[src/rtl/pll_dps_pkg.sv]
// Shared types and constants for the PLL dynamic phase-shift responder:
// FSM states, counter select codes, offset field layout.
package pll_dps_pkg;

  typedef enum logic [1:0] {
    IDLE,
    ARMED,
    BUSY,
    RELEASE
  } dps_state_e;

  localparam logic [2:0] SEL_ALL     = 3'b000;
  localparam logic [2:0] SEL_M       = 3'b001;
  localparam logic [2:0] SEL_C0      = 3'b010;
  localparam logic [2:0] SEL_C1      = 3'b011;
  localparam logic [2:0] SEL_C2      = 3'b100;
  localparam logic [2:0] SEL_C3      = 3'b101;
  localparam logic [2:0] SEL_C4      = 3'b110;
  localparam logic [2:0] SEL_INVALID = 3'b111;

  localparam int OFS_W   = 8;
  localparam int NUM_OFS = 6;
  localparam int IDX_M   = 0;
  localparam int IDX_C0  = 1;
  localparam int IDX_C1  = 2;
  localparam int IDX_C2  = 3;
  localparam int IDX_C3  = 4;
  localparam int IDX_C4  = 5;

  // Offset idx is addressed by select code idx+1, or by SEL_ALL.
  function automatic logic sel_hits(
    input logic [2:0] sel,
    input int         idx
  );
    return (sel == SEL_ALL) || (sel == 3'(idx + 1));
  endfunction

endpackage

[src/rtl/pll_clkswitch_det.sv]
// clkswitch run-length filter: toggles activeclock on the falling edge of
// a clkswitch high run lasting at least CLKSW_MIN clk cycles.
// Ports: clk, rst (sync, active-high), clkswitch in, activeclock out.
module pll_clkswitch_det #(
  parameter int CLKSW_MIN = 4
) (
  input  logic clk,
  input  logic rst,
  input  logic clkswitch,
  output logic activeclock
);

  localparam int CW = $clog2(CLKSW_MIN + 1);

  logic [CW-1:0] run_q;
  logic          sw_q;
  logic          act_q;
  logic          fall;
  logic          long_run;

  assign fall     = sw_q & ~clkswitch;
  // run_q saturates at CLKSW_MIN, so it still holds the qualified
  // length in the cycle the fall is seen.
  assign long_run = (run_q >= CW'(CLKSW_MIN));

  always_ff @(posedge clk) begin
    if (rst) begin
      run_q <= '0;
      sw_q  <= 1'b0;
      act_q <= 1'b0;
    end else begin
      sw_q <= clkswitch;
      if (clkswitch) begin
        if (!long_run) run_q <= run_q + 1'b1;
      end else begin
        run_q <= '0;
      end
      if (fall && long_run) act_q <= ~act_q;
    end
  end

  assign activeclock = act_q;

endmodule

[src/rtl/pll_dps_responder.sv]
// PLL dynamic phase-shift responder: phasestep/phasedone handshake on
// scanclk rises, six wrapping phase offsets, clkswitch toggle.
// Ports: clk, rst, phasecounterselect, phaseupdown, phasestep, scanclk,
// clkswitch in; phasedone, activeclock, phase_offsets, step_count,
// sel_error out. PLL_DPS_STATS_EN builds step_count/sel_error.
module pll_dps_responder
  import pll_dps_pkg::*;
#(
  parameter int PHASE_MOD  = 64,
  parameter int DONE_DELAY = 2,
  parameter int CLKSW_MIN  = 4
) (
  input  logic        clk,
  input  logic        rst,
  input  logic [2:0]  phasecounterselect,
  input  logic        phaseupdown,
  input  logic        phasestep,
  input  logic        scanclk,
  input  logic        clkswitch,
  output logic        phasedone,
  output logic        activeclock,
  output logic [47:0] phase_offsets,
  output logic [15:0] step_count,
  output logic        sel_error
);

  localparam int DW = (DONE_DELAY > 1) ? $clog2(DONE_DELAY) : 1;
  localparam logic [OFS_W-1:0] TOP = OFS_W'(PHASE_MOD - 1);

  dps_state_e       state_q, state_d;
  logic             scan_q;
  logic             scan_rise;
  logic [DW-1:0]    cnt_q, cnt_d;
  logic [2:0]       sel_q;
  logic             up_q;
  logic             done_q, done_d;
  logic             latch;
  logic             apply;
  logic [OFS_W-1:0] off_q [NUM_OFS];

  function automatic logic [OFS_W-1:0] step_ofs(
    input logic [OFS_W-1:0] v,
    input logic             up
  );
    if (up) return (v == TOP) ? '0 : v + 1'b1;
    return (v == '0) ? TOP : v - 1'b1;
  endfunction

  assign scan_rise = scanclk & ~scan_q;

  always_comb begin
    state_d = state_q;
    cnt_d   = cnt_q;
    done_d  = done_q;
    latch   = 1'b0;
    apply   = 1'b0;
    unique case (state_q)
      IDLE: begin
        if (scan_rise && phasestep) state_d = ARMED;
      end
      ARMED: begin
        if (scan_rise) begin
          if (phasestep) begin
            latch   = 1'b1;
            cnt_d   = '0;
            done_d  = 1'b0;
            state_d = BUSY;
          end else begin
            state_d = IDLE;
          end
        end
      end
      BUSY: begin
        if (scan_rise) begin
          if (cnt_q == DW'(DONE_DELAY - 1)) begin
            apply   = 1'b1;
            done_d  = 1'b1;
            state_d = RELEASE;
          end else begin
            cnt_d = cnt_q + 1'b1;
          end
        end
      end
      RELEASE: begin
        if (scan_rise && !phasestep) state_d = IDLE;
      end
      default: state_d = IDLE;
    endcase
  end

  always_ff @(posedge clk) begin
    if (rst) begin
      state_q <= IDLE;
      scan_q  <= 1'b0;
      cnt_q   <= '0;
      sel_q   <= SEL_ALL;
      up_q    <= 1'b0;
      done_q  <= 1'b1;
      for (int i = 0; i < NUM_OFS; i++) off_q[i] <= '0;
    end else begin
      state_q <= state_d;
      scan_q  <= scanclk;
      cnt_q   <= cnt_d;
      done_q  <= done_d;
      if (latch) begin
        sel_q <= phasecounterselect;
        up_q  <= phaseupdown;
      end
      if (apply && sel_q != SEL_INVALID) begin
        for (int i = 0; i < NUM_OFS; i++) begin
          if (sel_hits(sel_q, i)) off_q[i] <= step_ofs(off_q[i], up_q);
        end
      end
    end
  end

  assign phasedone = done_q;

  for (genvar g = 0; g < NUM_OFS; g++) begin : g_ofs
    assign phase_offsets[g*OFS_W +: OFS_W] = off_q[g];
  end

`ifdef PLL_DPS_STATS_EN
  logic [15:0] count_q;
  logic        err_q;
  logic        step_ok;
  logic        bad;

  assign step_ok = apply && (sel_q != SEL_INVALID);
  // Short phasestep (dropped before the second rise) or invalid select.
  assign bad = ((state_q == ARMED) && scan_rise && !phasestep)
            || (latch && phasecounterselect == SEL_INVALID);

  always_ff @(posedge clk) begin
    if (rst) begin
      count_q <= '0;
      err_q   <= 1'b0;
    end else begin
      if (step_ok && count_q != 16'hFFFF) count_q <= count_q + 1'b1;
      if (bad) err_q <= 1'b1;
    end
  end

  assign step_count = count_q;
  assign sel_error  = err_q;
`else
  assign step_count = '0;
  assign sel_error  = 1'b0;
`endif

  pll_clkswitch_det #(
    .CLKSW_MIN(CLKSW_MIN)
  ) u_clksw (
    .clk        (clk),
    .rst        (rst),
    .clkswitch  (clkswitch),
    .activeclock(activeclock)
  );

endmodule

[config.mk]
export PLATFORM = sky130hd
export DESIGN_NAME = pll_dps_responder
export DESIGN_NICKNAME = d
export VERILOG_FILES = /design/src/rtl/pll_dps_pkg.sv /design/src/rtl/pll_clkswitch_det.sv /design/src/rtl/pll_dps_responder.sv
export SDC_FILE = /design/constraint.sdc
export NUM_CORES = 1
export LEC_CHECK = 0
export ABC_CLOCK_PERIOD_IN_PS = 2240
export BUFFER_PORTS_ARGS = -buffer_cell sky130_fd_sc_hd__buf_2
export CAP_MARGIN = 20
export CELL_PAD_IN_SITES_DETAIL_PLACEMENT = 0
export CELL_PAD_IN_SITES_GLOBAL_PLACEMENT = 1
export CORE_ASPECT_RATIO = 1.75
export CORE_UTILIZATION = 39
export CTS_CLUSTER_SIZE = 24
export DETAILED_ROUTE_END_ITERATION = 10
export GPL_TIMING_DRIVEN = 0
export PLACE_DENSITY_LB_ADDON = 0.1
export REMOVE_ABC_BUFFERS = 1
export SLEW_MARGIN = 20
export SYNTH_ARGS = -nofsm -noshare
export SYNTH_HDL_FRONTEND = slang
export SYNTH_SLANG_ARGS = --single-unit
[constraint.sdc]
create_clock -name clk -period 2.24 [get_ports clk]
set_input_delay 0.224 -clock clk [delete_from_list [all_inputs] [get_ports clk]]
set_output_delay 0.224 -clock clk [all_outputs]
set_load 0.01 [all_outputs]
[After elaboration in Yosys (flattened, before gate mapping)]
Memories as Yosys holds them, arrays and structs flattened.
Cells that the tools add are included.
Word-level totals
  memories kept: 1
  memory bits (writable): 48
  input bits: 9
  flip-flop bits (word level): 14
  logic and storage cells: 196
Memories
  off_q: words 6, width 8, rd ports 6, clocked after memory_dff 0, write ports 6, RTL line pll_dps_responder.sv:39  | logic [OFS_W-1:0] off_q [NUM_OFS];
Operators by class
  $lt $le $gt $ge: 1
  bitwise logic cells: 11
  muxes and demuxes: 114
  reduce and logical (&&, ||, !) cells: 24
  add/subtract/negate cells: 14
  equal/unequal tests: 22
Operator list (count)
  2-to-1 mux 8 bit: 48
  2-to-1 mux 1 bit: 57
  adder 8 x 1 -> 8 bit (second input constant): 6
  == test 8 x 6 -> 1 bit (second input constant): 6
  zero test 8 bit: 6
  subtractor 8 x 1 -> 8 bit (second input constant): 6
  2-to-1 mux 2 bit: 6
  inequality test 2 bit (second input constant): 6
  AND reduction 5 bit: 2
  == test 3 bit (second input constant): 3
  one-hot mux 2 bit (4 select lines): 1
  == test 3 x 2 -> 1 bit (second input constant): 2
  logical OR 1 bit: 6
  OR 1 bit: 6
  == test 2 bit (second input constant): 2
  logical AND 1 bit: 4
  one-hot mux 1 bit (2 select lines): 2
  AND reduction 4 bit: 1
  adder 3 x 1 -> 3 bit (second input constant): 1
  == test 3 x 1 -> 1 bit (second input constant): 1
  greater-or-equal comparator 3 bit (second input constant): 1
  zero test 3 bit: 1
  inequality test 3 bit (second input constant): 1
  inverter 1 bit: 3
  7 further kinds: 8

[Depth between registers and ports, before layout]
  depth after elaboration: 12
  mapped depth: 7

[Hierarchy]
A second synthesis with hierarchy kept.
Second synthesis, totals
  cell total of the unflattened synthesis: 508
  area, all modules: 4514.3 um^2
By module, submodules not included
  pll_dps_responder: cells each 487, area an instance 4305.4 um^2, seq. area each 1621.6 um^2, times used 1
  pll_clkswitch_det: cells each 21, area an instance 209.0 um^2, seq. area each 100.1 um^2, times used 1

[Worst setup path after synthesis]
No wires, ideal clock.
  path type: reg2reg
  from: register state_q[0]
  to: memory off_q[5][0], enable pin
  setup time: 398 ps
  path buffers: 1
  required time: 1842 ps
  path slack: -23 ps
  arrival: 1865 ps
  stages on the path, launching flop included: 4
  cell sequence: dfxtp_1 or3b_1 buf_2 o41ai_1
RTL lines
  start: declaration: RTL line pll_dps_responder.sv:30  | dps_state_e state_q, state_d;
  start signal: assignment: RTL line pll_dps_responder.sv:101  | state_q <= state_d;
  end: declaration: RTL line pll_dps_responder.sv:39

==> summary.md <==
| Metric | Value |
|---|---|
| Outcome | completed |
| Gpl congestion | 0.8063 |
| Initial DRC count | 177 |
| Worst hold endpoint | up_q |
| Top Ports | 76 |
| WHS Path Cells | 3 |
| Reg clk slew, reported paths | 0.05 ns |
| Area taken by multi-input logic gates | 2532 um^2 |
| Clock Skew | 0.002585 ns |
| Vias | 3891 |
| CTS sink cnt | 62 |
| Dpl hpwl | 7915 um |
| Worst skew pair latency | 0.33 ns |
| Family with the most delay on the worst path | simple AND/OR/NAND/NOR gates |
| Slew HR | 0.4580 |
| Final antenna-violating net count | 0 |
| Data arrival, critical path | 2.11 ns |
| Via density | 5.697 |
| Slew @ Worst Pin | 0.8076 ns |
| R2R depth | 3 |
| Leakage Power | 2.012 nW |
| Die height | 143.7 um |
| ANT cells | 0 |
| Layout cell share with drive strength beyond 1 | 0.1670 |
| Most common cell after layout, fill and taps aside | buf_2 |
| Final number of hold-violating endpoints | 0 |
| Worst Path Buf+Inv | 0 |
| Pwr Density | 582.0 nW/um^2 |
| Clk buf depth | 2 |
| Sequential share of the synthesized area | 0.3848 |
| Sequential share of power | 0.453 |
| Type of the most critical hold path | in2reg |
| Crit-path cells | or3b_4, or2_1, o21ai_1 |
| Reg2Reg Capture Point | off_q[1][4] |
| Vias in the first global route | 3842 |
| Die area | 11920 um^2 |
| Pin count of the biggest net entering global routing | 51 |
| Startpoint Class | flop |
| First-pass GRT wire length | 18900 um |
| Post-CTS Hold Buffers | 0 |
| Pre-CTS WS | -0.09258 ns |
| Asr flop ratio synth | 0 |
| Worst-path maximum fanout | 8 |
| Finished Cell Area | 5125 um^2 |
| TNS Setup | 0 ns |
| Placement Cell Area | 4801 um^2 |
| Unrepaired setup endpoints after global routing | yes |
| Routed wire length | 11100 um |
| Final Setup Violations | 0 |
| Fill cells | 1127 |
| R2R setup slack | 0.09 ns |
| Worst Path Required | 2.20 ns |
| Nature of the critical path endpoint | flop |
| FF-to-FF Start | state_q[0] |
| Area of the core | 11170 um^2 |
| Initial antenna violation count | 0 |
| Post-Synthesis Cells | 503 |
| Clock root buffer | clkbuf_16 |
| Pint | 2.249 mW |
| Total grt overflow | 0 |
| Sw frac | 0.2462 |
| Cell variety after synth | 60 |
| CP Class | reg2reg |
| Post-synth EDFFs | 48 |
| Routed WL per cell | 16.25 um |
| Switch Pwr | 0.7343 mW |
| Max-Cap Viols | 0 |
| Combinational fraction of design power | 0.096 |
| Die width | 82.97 um |
| Max VDD drop | 458.0 uV |
| Initial Utilization | 0.4007 |
| Most frequent cells in the layout | 58 x buf_2, 56 x nor2_1, 48 x edfxtp_1 |
| Flops & latches, synth | 62 |
| Port bufs | 58 |
| Syn. warnings | 0 |
| Final Critical Period | 2.155 ns |
| Layout area overhead | 14.54% |
| Hold path start | phaseupdown |
| Crit-path slowest cell | o21ai_1 |
| CTS buffer count | 9 |
| GRT Util Overall | 0.1965 |
| Mapped Area | 4474 um^2 |
| Crit-path max cell delay | 0.65 ns |
| CTS tree | yes |
| Final Net Count | 570 |
| CTS H-tree lvls | 3 |
| Floorplan row count | 51 |
| Main synth FF type | edfxtp_1 |
| Remaining DRCs | 0 |
| Max Slew Vio Count | 0 |
| Pre-Repair DR Iteration Count | 4 |
| Storage element area | 1725 um^2 |
| Period utilization | 0.9620 |
| Pwr Total | 2.983 mW |
| Worst Setup Slack, final | 0.08510 ns |
| FMAX | 464.1 MHz |
| Mean Syn Cell Area | 8.895 um^2 |
| Clk pwr share | 0.451 |
[worst register-to-register path, stage by stage, from the launching register on]
cell and delay (ns):
dfxtp_1 0.35, or3b_4 0.47, or2_1 0.31, o21ai_1 0.66
[cells in the mapped netlist, types with 4 or more instances]
master     n  area, um^2
mux2i_1    7       70.07
and3_1     5       31.28
dfxtp_1   14       280.3
nand3b_1   4       30.03
xnor2_1   14       122.6
o41ai_1    4       35.03
nand3_1   20       100.1
o21a_1     4       30.03
ha_1      15       187.7
a311oi_1   9       78.83
buf_4     17       127.6
a32oi_1    6       52.55
nor3b_1    6       45.04
xor2_1    25       219.0
o21ai_0   20       100.1
a21oi_1   26       130.1
nor2b_1   12       75.07
or3_1      7       43.79
nor3_1    20       100.1
nand2_1   25       93.84
nor2_1    56       210.2
a211oi_1  13       97.59
nand4_1    5       31.28
a21o_1     6       45.04
inv_1     20       75.07
and2_1     4       25.02
nor4_1     7       43.79
a21boi_0   5       37.54
clkbuf_1  27       101.4
edfxtp_1  48        1441
nand2b_1   4       25.02
[repair_timing]
action	CTS	global route
buffers inserted	0	2
gates resized for setup	2	3
endpoints found under the setup margin	26	28
[state kept, by name, indices dropped and copies added, names as in the netlist, named ones only]
name	count
phasedone	1
up_q	1
sel_q	3
off_q	48
state_q	1
cnt_q	1
scan_q	1
u_clksw.run_q	3
u_clksw.sw_q	1
u_clksw.activeclock	1
[metrics by stage]
| stage | utilization | instances | hold slack [ns] |
|---|---|---|---|
| floorplan | - | 472 | 0.2931 |
| global placement | 0.4251 | 662 | 0.4643 |
| detailed placement | 0.4299 | 665 | 0.4652 |
| CTS | 0.4564 | 681 | 0.1097 |
| global route | 0.4589 | 683 | 0.1134 |
| finish | 0.4589 | 683 | 0.1185 |
[layout make-up]
cell class	instances	area share
Tap cell	132	0.03223
Clock buffer	11	0.04541
Multi-Input combinational cell	389	0.4941
Sequential cell	62	0.3367
Timing Repair Buffer	63	0.06641
Clock inverter	5	0.009766
Inverter	21	0.01538
[worst max path at each step]
stage / startpoint / end / cells after the start
floorplan: up_q / off_q[2][6] / 4
global placement: up_q / off_q[1][5] / 4
detailed placement: state_q[0] / off_q[2][5] / 4
CTS: state_q[0] / off_q[1][4] / 3
global route: state_q[0] / off_q[2][1] / 3
finish: state_q[0] / off_q[1][4] / 3
[logic make-up after synthesis]
logic type,Yosys count,share of synthesized area
DFF,62,0.3848
and+or+nand+nor,189,0.2173
AOI/OAI and AO/OA,122,0.1913
buffers and inverters,68,0.07187
muxes,7,0.01566
other,1,0.0008381
adders and majority gates,15,0.04195
xor gates and xnor gates,39,0.07634
[metal layers]
layer	GRT usage	share of wire	wire, um
met1	0.2191	0.42	4619
met2	0.3568	0.53	5852
met3	0.03791	0.028	316
met4	0.09437	0.028	312
met5	0	0	0
[power by group through the flow]
stage | logic [mW] | clock network (mW) | registers (mW)
4_1_cts | 0.285 | 1.38 | 1.35
6_report | 0.286 | 1.34 | 1.35
3_3_place_gp | 0.271 | 0 | 1.38
3_5_place_dp | 0.281 | 0 | 1.37
5_1_grt | 0.323 | 1.44 | 1.36
2_1_floorplan | 0.179 | 0 | 1.37
No activity file was read; power rests on OpenSTA's default activity.
